File: config.mk
export PLATFORM = sky130hd
export DESIGN_NAME = exec_ctrl_flat
export DESIGN_NICKNAME = d
export VERILOG_FILES = /design/src/rtl/exec_ctrl_if.sv /design/src/rtl/exec_ctrl.sv /design/src/flat_wrapper.sv
export SDC_FILE = /design/constraint.sdc
export NUM_CORES = 1
export LEC_CHECK = 0
export ABC_AREA = 1
export BUFFER_PORTS_ARGS = -buffer_cell sky130_fd_sc_hd__buf_2
export CAP_MARGIN = 20
export CORE_MARGIN = 2
export CORE_UTILIZATION = 50
export DETAILED_ROUTE_END_ITERATION = 7
export GPL_ROUTABILITY_DRIVEN = 0
export MAX_ROUTING_LAYER = met4
export PLACE_DENSITY = 0.94
export SKIP_LAST_GASP = 1
export SLEW_MARGIN = 20
export SYNTH_ARGS = -nofsm -noshare
export SYNTH_HDL_FRONTEND = slang
export SYNTH_SLANG_ARGS = --single-unit
File: constraint.sdc
create_clock -name clk -period 2.65 [get_ports clk]
set_clock_uncertainty 0.15 [all_clocks]
set_input_delay 0.1325 -clock clk [delete_from_list [all_inputs] [get_ports clk]]
set_output_delay 0.1325 -clock clk [all_outputs]
set_load 0.02 [all_outputs]
File: src/rtl/exec_ctrl_if.sv
// Handshake bundle between decode, execute control and memory stage.
// Decode/memory side is master, execute control is slave.
interface exec_ctrl_if;
  logic        in_valid;
  logic        in_ready;
  logic [3:0]  icode;
  logic [3:0]  ifun;
  logic        out_valid;
  logic        out_ready;
  logic [63:0] valE_q;
  logic        cnd_q;

  modport master (
    output in_valid,
    output icode,
    output ifun,
    output out_ready,
    input  in_ready,
    input  out_valid,
    input  valE_q,
    input  cnd_q
  );

  modport slave (
    input  in_valid,
    input  icode,
    input  ifun,
    input  out_ready,
    output in_ready,
    output out_valid,
    output valE_q,
    output cnd_q
  );
endinterface

File: src/rtl/exec_ctrl.sv
// Execute-stage controller: ALU operand/op select, condition codes,
// condition evaluation and result hand-off to the memory stage.
module exec_ctrl (
  input  logic        clk,
  input  logic        rst_n,
  exec_ctrl_if.slave  bus,
  input  logic [63:0] alu_result,
  input  logic        alu_ovf,
  output logic [1:0]  alu_op,
  output logic [1:0]  sel_a,
  output logic        sel_b,
  output logic [2:0]  cc,
  output logic        halted,
  output logic        err
);

  typedef enum logic [1:0] {
    IDLE,
    EXEC,
    DONE,
    STOP
  } state_t;

  state_t      state;
  state_t      state_nx;
  logic [3:0]  icode_q;
  logic [3:0]  ifun_q;
  logic [63:0] vale_r;
  logic        cnd_r;
  logic        accept;
  logic        halt_op;
  logic        bad_op;
  logic        cnd;
  logic        cnd_bad;
  logic        zf;
  logic        sf;
  logic        of;
  logic        lt;
  logic [1:0]  sel_a_d;
  logic        sel_b_d;
  logic [1:0]  alu_op_d;

  assign {zf, sf, of} = cc;
  assign lt = sf ^ of;

  assign bus.in_ready  = (state == IDLE) ||
                         ((state == DONE) && bus.out_ready);
  assign bus.out_valid = (state == DONE);
  assign bus.valE_q    = vale_r;
  assign bus.cnd_q     = cnd_r;

  assign accept  = bus.in_valid && bus.in_ready;
  assign halt_op = (bus.icode == 4'h0);
  assign bad_op  = (bus.icode > 4'hB);

  // State register
  always_ff @(posedge clk or negedge rst_n) begin
    if (!rst_n) state <= IDLE;
    else        state <= state_nx;
  end

  // Next-state: halt/invalid go straight to STOP, skipping execute
  always_comb begin
    state_nx = state;
    unique case (state)
      IDLE: begin
        if (accept)
          state_nx = (halt_op || bad_op) ? STOP : EXEC;
      end
      EXEC: state_nx = DONE;
      DONE: begin
        if (accept)
          state_nx = (halt_op || bad_op) ? STOP : EXEC;
        else if (bus.out_ready)
          state_nx = IDLE;
      end
      STOP: state_nx = STOP;
    endcase
  end

  // Operand/op decode for the incoming instruction
  always_comb begin
    sel_a_d  = 2'b10;
    sel_b_d  = 1'b0;
    alu_op_d = 2'b00;
    unique case (1'b1)
      bus.icode inside {4'h2, 4'h6}:       sel_a_d = 2'b00;
      bus.icode inside {4'h3, 4'h4, 4'h5}: sel_a_d = 2'b01;
      default: ;
    endcase
    sel_b_d = bus.icode inside
      {4'h4, 4'h5, 4'h6, 4'h8, 4'h9, 4'hA, 4'hB};
    unique case (1'b1)
      bus.icode == 4'h6:             alu_op_d = bus.ifun[1:0];
      bus.icode inside {4'h8, 4'hA}: alu_op_d = 2'b01;
      default: ;
    endcase
  end

  // Condition from pre-update flags; only cmov/jXX are conditional
  always_comb begin
    cnd     = 1'b1;
    cnd_bad = 1'b0;
    if ((icode_q == 4'h2) || (icode_q == 4'h7)) begin
      unique case (ifun_q)
        4'h0: cnd = 1'b1;
        4'h1: cnd = lt | zf;
        4'h2: cnd = lt;
        4'h3: cnd = zf;
        4'h4: cnd = ~zf;
        4'h5: cnd = ~lt;
        4'h6: cnd = ~(lt | zf);
        default: begin
          cnd     = 1'b0;
          cnd_bad = 1'b1;
        end
      endcase
    end
  end

  // Capture on accept, result/flags on the EXEC->DONE edge
  always_ff @(posedge clk or negedge rst_n) begin
    if (!rst_n) begin
      icode_q <= 4'h0;
      ifun_q  <= 4'h0;
      sel_a   <= 2'b00;
      sel_b   <= 1'b0;
      alu_op  <= 2'b00;
      vale_r  <= 64'd0;
      cnd_r   <= 1'b0;
      cc      <= 3'b100;
      halted  <= 1'b0;
      err     <= 1'b0;
    end else begin
      if (accept) begin
        icode_q <= bus.icode;
        ifun_q  <= bus.ifun;
        if (halt_op) halted <= 1'b1;
        if (bad_op)  err    <= 1'b1;
        if (!(halt_op || bad_op)) begin
          sel_a  <= sel_a_d;
          sel_b  <= sel_b_d;
          alu_op <= alu_op_d;
        end
      end
      if (state == EXEC) begin
        vale_r <= alu_result;
        cnd_r  <= cnd;
        if (cnd_bad) err <= 1'b1;
        if (icode_q == 4'h6)
          cc <= {(alu_result == 64'd0), alu_result[63], alu_ovf};
      end
    end
  end

endmodule
File: src/flat_wrapper.sv
// flat-port wrapper written by rule: the top's interface ports become plain ports
module exec_ctrl_flat 
  (clk, rst_n, alu_result, alu_ovf, alu_op, sel_a, sel_b, cc, halted, err, bus_in_valid, bus_icode, bus_ifun, bus_out_ready, bus_in_ready, bus_out_valid, bus_valE_q, bus_cnd_q);
  exec_ctrl_if bus_i ();
  input  logic clk;
  input  logic rst_n;
  input  logic [63:0] alu_result;
  input  logic alu_ovf;
  output logic [1:0] alu_op;
  output logic [1:0] sel_a;
  output logic sel_b;
  output logic [2:0] cc;
  output logic halted;
  output logic err;
  input wire logic [$bits(bus_i.in_valid)-1:0] bus_in_valid;
  input wire logic [$bits(bus_i.icode)-1:0] bus_icode;
  input wire logic [$bits(bus_i.ifun)-1:0] bus_ifun;
  input wire logic [$bits(bus_i.out_ready)-1:0] bus_out_ready;
  output wire logic [$bits(bus_i.in_ready)-1:0] bus_in_ready;
  output wire logic [$bits(bus_i.out_valid)-1:0] bus_out_valid;
  output wire logic [$bits(bus_i.valE_q)-1:0] bus_valE_q;
  output wire logic [$bits(bus_i.cnd_q)-1:0] bus_cnd_q;
  assign bus_i.in_valid = bus_in_valid;
  assign bus_i.icode = bus_icode;
  assign bus_i.ifun = bus_ifun;
  assign bus_i.out_ready = bus_out_ready;
  assign bus_in_ready = bus_i.in_ready;
  assign bus_out_valid = bus_i.out_valid;
  assign bus_valE_q = bus_i.valE_q;
  assign bus_cnd_q = bus_i.cnd_q;
  exec_ctrl u_core (.clk(clk), .rst_n(rst_n), .bus(bus_i), .alu_result(alu_result), .alu_ovf(alu_ovf), .alu_op(alu_op), .sel_a(sel_a), .sel_b(sel_b), .cc(cc), .halted(halted), .err(err));
endmodule
; Word level (Yosys, flattened, before mapping)
; Cells that the tools add are included.
[word_totals]
reg_bits = 85
latch_bits = 0
ramBits = 0
rom_bits = 0
elab_cells = 74
memories = 0
[classes]
n_addsub = 0
mul = 0
div_mod_pow = 0
n_lt_le_gt_ge = 1
eq_ne = 23
shifts = 0
mux = 15
bitwise_logic = 6
reduce_logical = 18
[op_table]
columns = operator, count
row1 = logical NOT 64 bit, 1
row2 = "== test 4 x 3 -> 1 bit, second input constant", 8
row3 = "== test 4 x 2 -> 1 bit, second input constant", 5
row4 = "== test 4 bit, second input constant", 4
row5 = logical NOT 4 bit, 2
row6 = 2-to-1 mux 2 bit, 4
row7 = one-hot mux 2 bit (2 select lines), 2
row8 = one-hot mux 2 bit (4 select lines), 1
row9 = AND reduction 2 bit, 4
row10 = 2-to-1 mux 1 bit, 7
row11 = one-hot mux 1 bit (7 select lines), 1
row12 = nonzero test 7 bit, 1
row13 = OR reduction 7 bit, 1
row14 = "== test 2 bit, second input constant", 2
row15 = "== test 4 x 1 -> 1 bit, second input constant", 1
row16 = "greater-than comparator 4 bit, second input constant", 1
row17 = NOT 1 bit, 4
row18 = nonzero test 2 bit, 2
row19 = logical OR 1 bit, 3
row20 = "inequality test 3 x 2 -> 1 bit, second input constant", 1
row21 = nonzero test 3 bit, 1
row22 = "== test 2 x 1 -> 1 bit, second input constant", 1
row23 = logical AND 1 bit, 2
row24 = logical NOT 2 bit, 1
row25 = 3 further kinds, 3

; Logic depth before layout (Yosys ltp)
; Gate-level depths: netlist of the first run.
[logic_depth]
ltp_word = 7
mapped_depth = 9
ltp_nobuf = 9

; Least setup slack after synthesis of the first run
; OpenSTA, ideal clock, no wires.
[synth_timing]
path_kind = register to register
startpoint = register u_core.state[0]
endpoint = register u_core.vale_r[39], in the netlist u_core.bus.valE_q[39]
setup_ns = 0.125
arrival_time_ns = 1.097
setup_slack_ns = 1.278
stages_incl_launch_ff = 5
path_buffers = 2
period_less_slack_ns = 1.372
path_cell_list = dfrtp_1 > nand2_2 > buf_6 > buf_6 > mux2_4
[synth_via]
elab_chain_len = 1
[synth_lines]
columns = element, line
row1 = "start, declared", exec_ctrl.sv:24  ; state_t state;
row2 = "start signal, assigned", exec_ctrl.sv:59  ; else state <= state_nx;
row3 = == test 2 x 1 -> 1 bit, exec_ctrl.sv:146  ; if (state == EXEC) begin
row4 = "end signal, assigned", exec_ctrl.sv:147  ; vale_r <= alu_result;
row5 = "end, declared", exec_ctrl.sv:28  ; logic [63:0] vale_r;
; Every way passes these cells.
; A chain may end at the register's enable or synchronous reset.

; Worst setup path in the final report of the first run
[layout_timing]
startpoint = register u_core.state[0]
endpoint = register u_core.sel_a[0]
[layout_via]
elab_chain_len = 5
elab_cells_between_ends = 6
[layout_lines]
columns = element, line
row1 = == test 2 bit, exec_ctrl.sv:47  ; ((state == DONE) && bus.out_ready);
row2 = logical AND 1 bit, exec_ctrl.sv:47
row3 = logical OR 1 bit *, exec_ctrl.sv:46  ; assign bus.in_ready = (state == IDLE) ||
row4 = logical AND 1 bit *, exec_ctrl.sv:52  ; assign accept = bus.in_valid && bus.in_ready;
row5 = AND reduction 2 bit (no line) *, --
row6 = "end signal, assigned", exec_ctrl.sv:141  ; sel_a <= sel_a_d;
row7 = "end, declared", exec_ctrl.sv:10  ; output logic [1:0] sel_a,
; Every way passes the cells marked *; elsewhere a longest branch is shown, timed or not.

==> results of run 1 <==
Yosys cell counts (all sizes together):
cell and n:
inv 23, buf 8, o22ai 1, nand3 6, o21bai 1, nand4 2, nor2 50, nand3b 1
nand2 58, or2 1, a21oi 6, xnor2 1, dfstp 1, dfrtp 84, nor3 1, and2 1
o21a 1, o21ai 17, mux2 61
sequential cells by signal, indices dropped and copies added, names as in the netlist:
signal,cells
u_core.ifun_q,4
u_core.bus.valE_q,64
u_core.state,2
u_core.icode_q,4
u_core.bus.cnd_q,1
u_core.sel_a,2
u_core.err,1
u_core.cc,3
u_core.sel_b,1
u_core.halted,1
u_core.alu_op,2
power breakdown:
part           total [uW]  switching [uW]  internal (uW)  leakage [uW]
registers            1370            27.8           1340      0.000983
clock network        1020             435            584      0.000110
logic                 395             191            204       0.00173
per-layer routing:
layer  global-route usage  vias to the layer above  share of wire
li1                     -                     1529              -
met1                0.307                     1526           0.40
met2                0.474                      121           0.53
met3               0.0528                       30          0.046
met4                0.117                        0          0.027
met5                    -                        -              0
logic make-up (layout without fill, tap and decap cells):
logic type | count (synthesis) | in the layout | synth area share
flip-flops | 85 | 85 | 0.578
AND/OR/NAND/NOR | 120 | 120 | 0.131
AO/OA/AOI/OAI | 26 | 26 | 0.0370
buffers and inverters | 31 | 269 | 0.0411
other | 0 | 1 | 0
multiplexers | 61 | 61 | 0.211
XOR/XNOR | 1 | 1 | 0.00238
per-stage QoR:
step / cell area (um^2) / util / setup WS, ns / hold WS, ns
floorplan: 3680 / - / 1.28 / -0.313
global placement: 4560 / 0.635 / 0.861 / -0.0231
detailed placement: 4560 / 0.635 / 0.747 / -0.00638
CTS: 5530 / 0.771 / 0.730 / 0.00809
global route: 5540 / 0.772 / 0.493 / 0.0844
finish: 5540 / 0.772 / 0.705 / 0.0320
worst paths after layout:
kind | from | end | depth (start not counted)
setup / recovery | u_core.state[0]$_DFFE_PN0P_ | u_core.sel_a[0]$_DFFE_PN0P_ | 7
min in group asynchronous | rst_n | u_core.bus.valE_q[42]$_DFFE_PN0P_ | 2
setup reg to reg | u_core.state[0]$_DFFE_PN0P_ | u_core.sel_a[0]$_DFFE_PN0P_ | 7
hold / removal | bus_out_ready | u_core.state[1]$_DFFE_PN0P_ | 6
max in group asynchronous | rst_n | u_core.cc[2]$_DFFE_PN1P_ | 3
hold reg to reg | u_core.halted$_DFFE_PN0P_ | u_core.halted$_DFFE_PN0P_ | 1
worst reg2reg max path, stage by stage (launching register included):
cell	delay, ns
dfrtp_1	0.44
inv_1	0.09
nand2_1	0.08
nor2_1	0.48
inv_2	0.21
nor2_4	0.19
nand2_1	0.10
o21a_1	0.11
final cells by class:
class                   instances  area, um^2
well taps                      99         124
inverters                      23        86.3
flip-flops and latches         85        2130
multi-input cells             208        1410
fillers                       464        1640
repair buffers                230        1560
diodes                          1        2.50
clock inverters                 3        67.6
clock buffers                  13         159
==> summary.md, run 1 <==
| Metric | Value |
|---|---|
| DR pass1 iterations | `4` |
| All-Layer GR Usage | `0.272` |
| Cts bufs inserted | `9` |
| Non-filler instance count after layout | `662` |
| Synthesis Warnings | `0` |
| Slowest CP cell | `nor2_1` |
| Worst IR drop on VDD | `0.000352 V` |
| Initial DRC count | `108` |
| Postcts setup bufs | `0` |
| R2r setup slk | `0.71 ns` |
| Hold WC Path Type | `input pin to flip-flop` |
| DP Wirelength | `6400 um` |
| Slew Limit Fails | `0` |
| Initial core utilization | `0.514` |
| Worst EP required | `2.74 ns` |
| TNS Setup | `0 ns` |
| H-tree Lvls | `3` |
| Synth top area cells | `dfrtp_1 57%, mux2_2 11%, mux2_4 9.8%` |
| Max_cap viols | `0` |
| CP Cell Sequence | `inv_1, nand2_1, nor2_1, inv_2, nor2_4, nand2_1, o21a_1` |
| Critical path data arrival time | `2.03 ns` |
| Cell taking the most area after synthesis | `dfrtp_1` |
| Largest net degree at the start of global routing | `48` |
| Leak | `0.00282 uW` |
| Mapped Area | `0.00368 mm^2` |
| Yosys reg bits | `85` |
| Status | `finished, final reports clean` |
| Total power | `2790 uW` |
| Core region area | `0.00718 mm^2` |
| Area growth syn-to-layout | `50.3%` |
| Final setup viols | `0` |
| Slew at the pin closest to its max-slew limit | `0.612 ns` |
| Worst-path clk slew | `0.08 ns` |
| DR vias | `3,206` |
| CP Launch Type | `flip-flop` |
| Die height | `89.8 um` |
| Row Count | `31` |
| Sequential share of the synthesized area | `0.578` |
| Clk Latency, worst-skew pair | `0.34 ns` |
| Fin nets | `634` |
| Synth top area share | `0.570` |
| Post-CTS sizing | `0` |
| Max transition margin | `0.590` |
| Max Root-Sink Buffers | `2` |
| Setup Crit Path Kind | `flip-flop to flip-flop` |
| Vias per std cell | `4.84` |
| Initial antenna violation count | `1` |
| F_max | `514 MHz` |
| Hold-fix buffers, CTS | `75` |
| Final ANT Viol Nets | `0` |
| Placed Cells | `570` |
| Top delay family on crit path | `simple AND/OR/NAND/NOR gates` |
| Port Buffers | `153` |
| Fin crit share | `0.734` |
| # IOs | `154` |
| Most frequent cells in the layout | `152 x buf_2, 84 x dfrtp_1, 75 x dlygate4sd3_1` |
| Final Hold Fails | `0` |
| Gr ovfl total | `0` |
| Worst path bufs/invs | `2` |
| # clock sinks | `85` |
| Syn nets | `401` |
| Die area | `0.00807 mm^2` |
| Most common cell after layout, fill and taps aside | `buf_2` |
| Avg WL per Cell | `15.1 um` |
| Clock root buffer | `clkbuf_8` |
| Synth Area per Inst | `11.4 um^2` |
| Critical path capture point type | `flip-flop` |
| Vias in the first global route | `3,556` |
| Critical Path Fanout Max | `11` |
| Die extent in x | `89.8 um` |
| First-pass GRT wire length | `17,100 um` |
| CTS tree | `yes` |
| CP peak stage delay | `0.48 ns` |
| RSZ-0062 raised after global routing | `false` |
| DR DRC count | `0` |
| Layout cells sized above 1 | `0.422` |
| Syn Inst Count | `324` |
| Period minus WS final | `1.94 ns` |
| Power Dens Cells | `503 mW/mm^2` |
| Most common cell on crit path | `nand2_1` |
| Total wire length | `10,000 um` |
| Synth unique cells | `25` |
Note: power is estimated with default switching activity, not from simulation.
==> run 2, diff against run 1 <==
CORE_UTILIZATION = 48   (was 50)
PLACE_DENSITY = 0.91   (was 0.94)
clock period = 1.8 ns   (was 2.65 ns; I/O delays follow)
==> run 2 against run 1 <==
Register-to-register slack got worse by 0.49 ns; combinational power rose by 51%; die area rose by 4.0%; largest power group unchanged; non-clock buffer count rose by 5; final area rose by 1.1%; worst hold slack improved by 0.097 ns; flip-flop and latch count did not move; first-iteration DRC count fell by 23%; critical path depth rose by 1; count of clock-buffer cells in the layout fell by 3; sequential power rose by 47%.
==> summary.md, run 2 (synthesis results as in run 1) <==
| Metric | Value |
|---|---|
| Port Buffers | `153 (unchanged)` |
| Die height | `91.6 um (+2.0%)` |
| Total power | `4110 uW (+48%)` |
| Final setup viols | `0 (unchanged)` |
| Worst IR drop on VDD | `0.000468 V (+33%)` |
| Leak | `0.00285 uW (+1.0%)` |
| DR pass1 iterations | `4 (unchanged)` |
| Critical Path Fanout Max | `3 (-8)` |
| Multi-input gate area | `0.00142 mm^2 (+0.80%)` |
| Hold WC Path Type | `input pin to async pin` |
| Gr ovfl total | `0 (unchanged)` |
| Clk Latency, worst-skew pair | `0.34 ns (about the same)` |
| # IOs | `154 (unchanged)` |
| Worst EP required | `1.93 ns (-0.81 ns)` |
| Area growth syn-to-layout | `51.9%` |
| F_max | `579 MHz` |
| Most common cell after layout, fill and taps aside | `buf_2` |
| Max transition margin | `0.643 (+0.0523)` |
| Slew Limit Fails | `0 (unchanged)` |
| Core region area | `0.00733 mm^2 (+2.2%)` |
| Vias per std cell | `5.10 (+5.3%)` |
| Largest net degree at the start of global routing | `48 (unchanged)` |
| Status | `finished, final reports clean` |
| Period minus WS final | `1.73 ns` |
| Total wire length | `11,000 um (+9.9%)` |
| Clock root buffer | `clkbuf_8` |
| DR vias | `3,397 (+6.0%)` |
| H-tree Lvls | `3 (unchanged)` |
| Non-filler instance count after layout | `666 (+0.60%)` |
| Final Hold Fails | `0 (unchanged)` |
| Worst-path clk slew | `0.09 ns (about the same)` |
| RSZ-0062 raised after global routing | `false` |
| Max reg flops | `64 (unchanged)` |
| All-Layer GR Usage | `0.274 (+0.00201)` |
| Placed Cells | `573 (+0.53%)` |
| Setup Crit Path Kind | `input pin to flip-flop` |
| PnR worst setup slack | `0.0722 ns (-0.633 ns)` |
| First-pass GRT wire length | `17,700 um (+3.5%)` |
| Slew at the pin closest to its max-slew limit | `0.536 ns (-0.0761 ns)` |
| Max_cap viols | `0 (unchanged)` |
| # clock sinks | `85 (unchanged)` |
| DP Wirelength | `6860 um (+7.3%)` |
| CTS tree | `yes` |
| Inserted Diodes | `0 (-1)` |
| Hold_ws | `0.129 ns (+0.0974 ns)` |
| Final ANT Viol Nets | `0 (unchanged)` |
| Row Count | `31 (unchanged)` |
| Critical path data arrival time | `1.86 ns (-0.17 ns)` |
| Place WS | `0.244 ns (-0.502 ns)` |
| Initial DRC count | `83 (-23%)` |
| Die area | `0.00839 mm^2 (+4.0%)` |
| TNS Setup | `0 ns (unchanged)` |
| Layout cells sized above 1 | `0.429 (+0.00686)` |
| Power Dens Cells | `735 mW/mm^2 (+46%)` |
| Initial core utilization | `0.503 (-0.0109)` |
| Initial antenna violation count | `0 (-1)` |
| Die extent in x | `91.6 um (+2.0%)` |
| Fin crit share | `0.960` |
| Cts bufs inserted | `9 (unchanged)` |
| Most frequent cells in the layout | `152 x buf_2, 84 x dfrtp_1, 77 x dlygate4sd3_1` |
| Avg WL per Cell | `16.5 um (+9.3%)` |
| Vias in the first global route | `3,645 (+2.5%)` |
| Fin nets | `639 (+0.79%)` |
| CP Launch Type | `input pin` |
| Fillcell total | `438 (-5.6%)` |
| Sequential cell area | `0.00213 mm^2 (unchanged)` |
| Critical path capture point type | `flip-flop` |
| Max Root-Sink Buffers | `2 (unchanged)` |
| DR DRC count | `0 (unchanged)` |
run 2: cell count changes in the layout (fill, tap and decap cells not counted), moves of 2 or more:
cell and change:
buf_4 +2, clkbuf_1 -2, clkinv_2 +2, dlygate4sd3_1 +2
run 2: worst paths after layout:
path,start,endpoint,slack (ns),cells past startpoint
min,rst_n,u_core.bus.valE_q[56]$_DFFE_PN0P_,0.13,2
max reg2reg,u_core.state[1]$_DFFE_PN0P_,u_core.cc[2]$_DFFE_PN1P_,0.22,7
min in group clk,bus_out_ready,u_core.halted$_DFFE_PN0P_,0.23,7
max in group asynchronous,rst_n,u_core.bus.valE_q[53]$_DFFE_PN0P_,0.73,3
min reg2reg,u_core.bus.valE_q[63]$_DFFE_PN0P_,u_core.bus.valE_q[63]$_DFFE_PN0P_,0.34,2
max,bus_icode[1],u_core.state[1]$_DFFE_PN0P_,0.07,8
run 2: area by class of cell:
class / instances / area share
inverters: 23 / 0.0154
well taps: 99 / 0.0221
clock inverters: 6 / 0.0154
clock buffers: 10 / 0.0246
repair buffers: 235 / 0.288
flip-flops and latches: 85 / 0.380
multi-input cells: 208 / 0.254
run 2: layer usage:
metal / part of all wire / global-route usage
met4: 0.020 / 0.0846
met1: 0.40 / 0.317
met5: 0 / -
met3: 0.069 / 0.0501
met2: 0.51 / 0.484
run 2: critical path, cell delays in order:
cell	delay, ns
dlygate4sd3_1	0.53
buf_2	0.14
inv_1	0.13
nand3_1	0.13
nand2_1	0.17
nand2_1	0.07
nand2_1	0.06
dlygate4sd3_1	0.54
run 2: stage by stage:
step | area (um^2) | util
floorplan | 3680 | -
global placement | 4590 | 0.626
detailed placement | 4590 | 0.626
CTS | 5590 | 0.762
global route | 5600 | 0.764
finish | 5600 | 0.764
run 2: repair_timing:
action | CTS | global route
hold buffers | 77 | 0
gates resized for setup | 0 | 2
endpoints found under the hold margin | 118 | 0
endpoints found under the setup margin | 0 | 1
buffers inserted | 0 | 0
run 2: power by group:
part	switching, uW	total [uW]	internal, uW	leakage [uW]
Clock	680	1500	818	0.000112
Combinational	293	595	302	0.00176
Sequential	42.3	2020	1980	0.000983
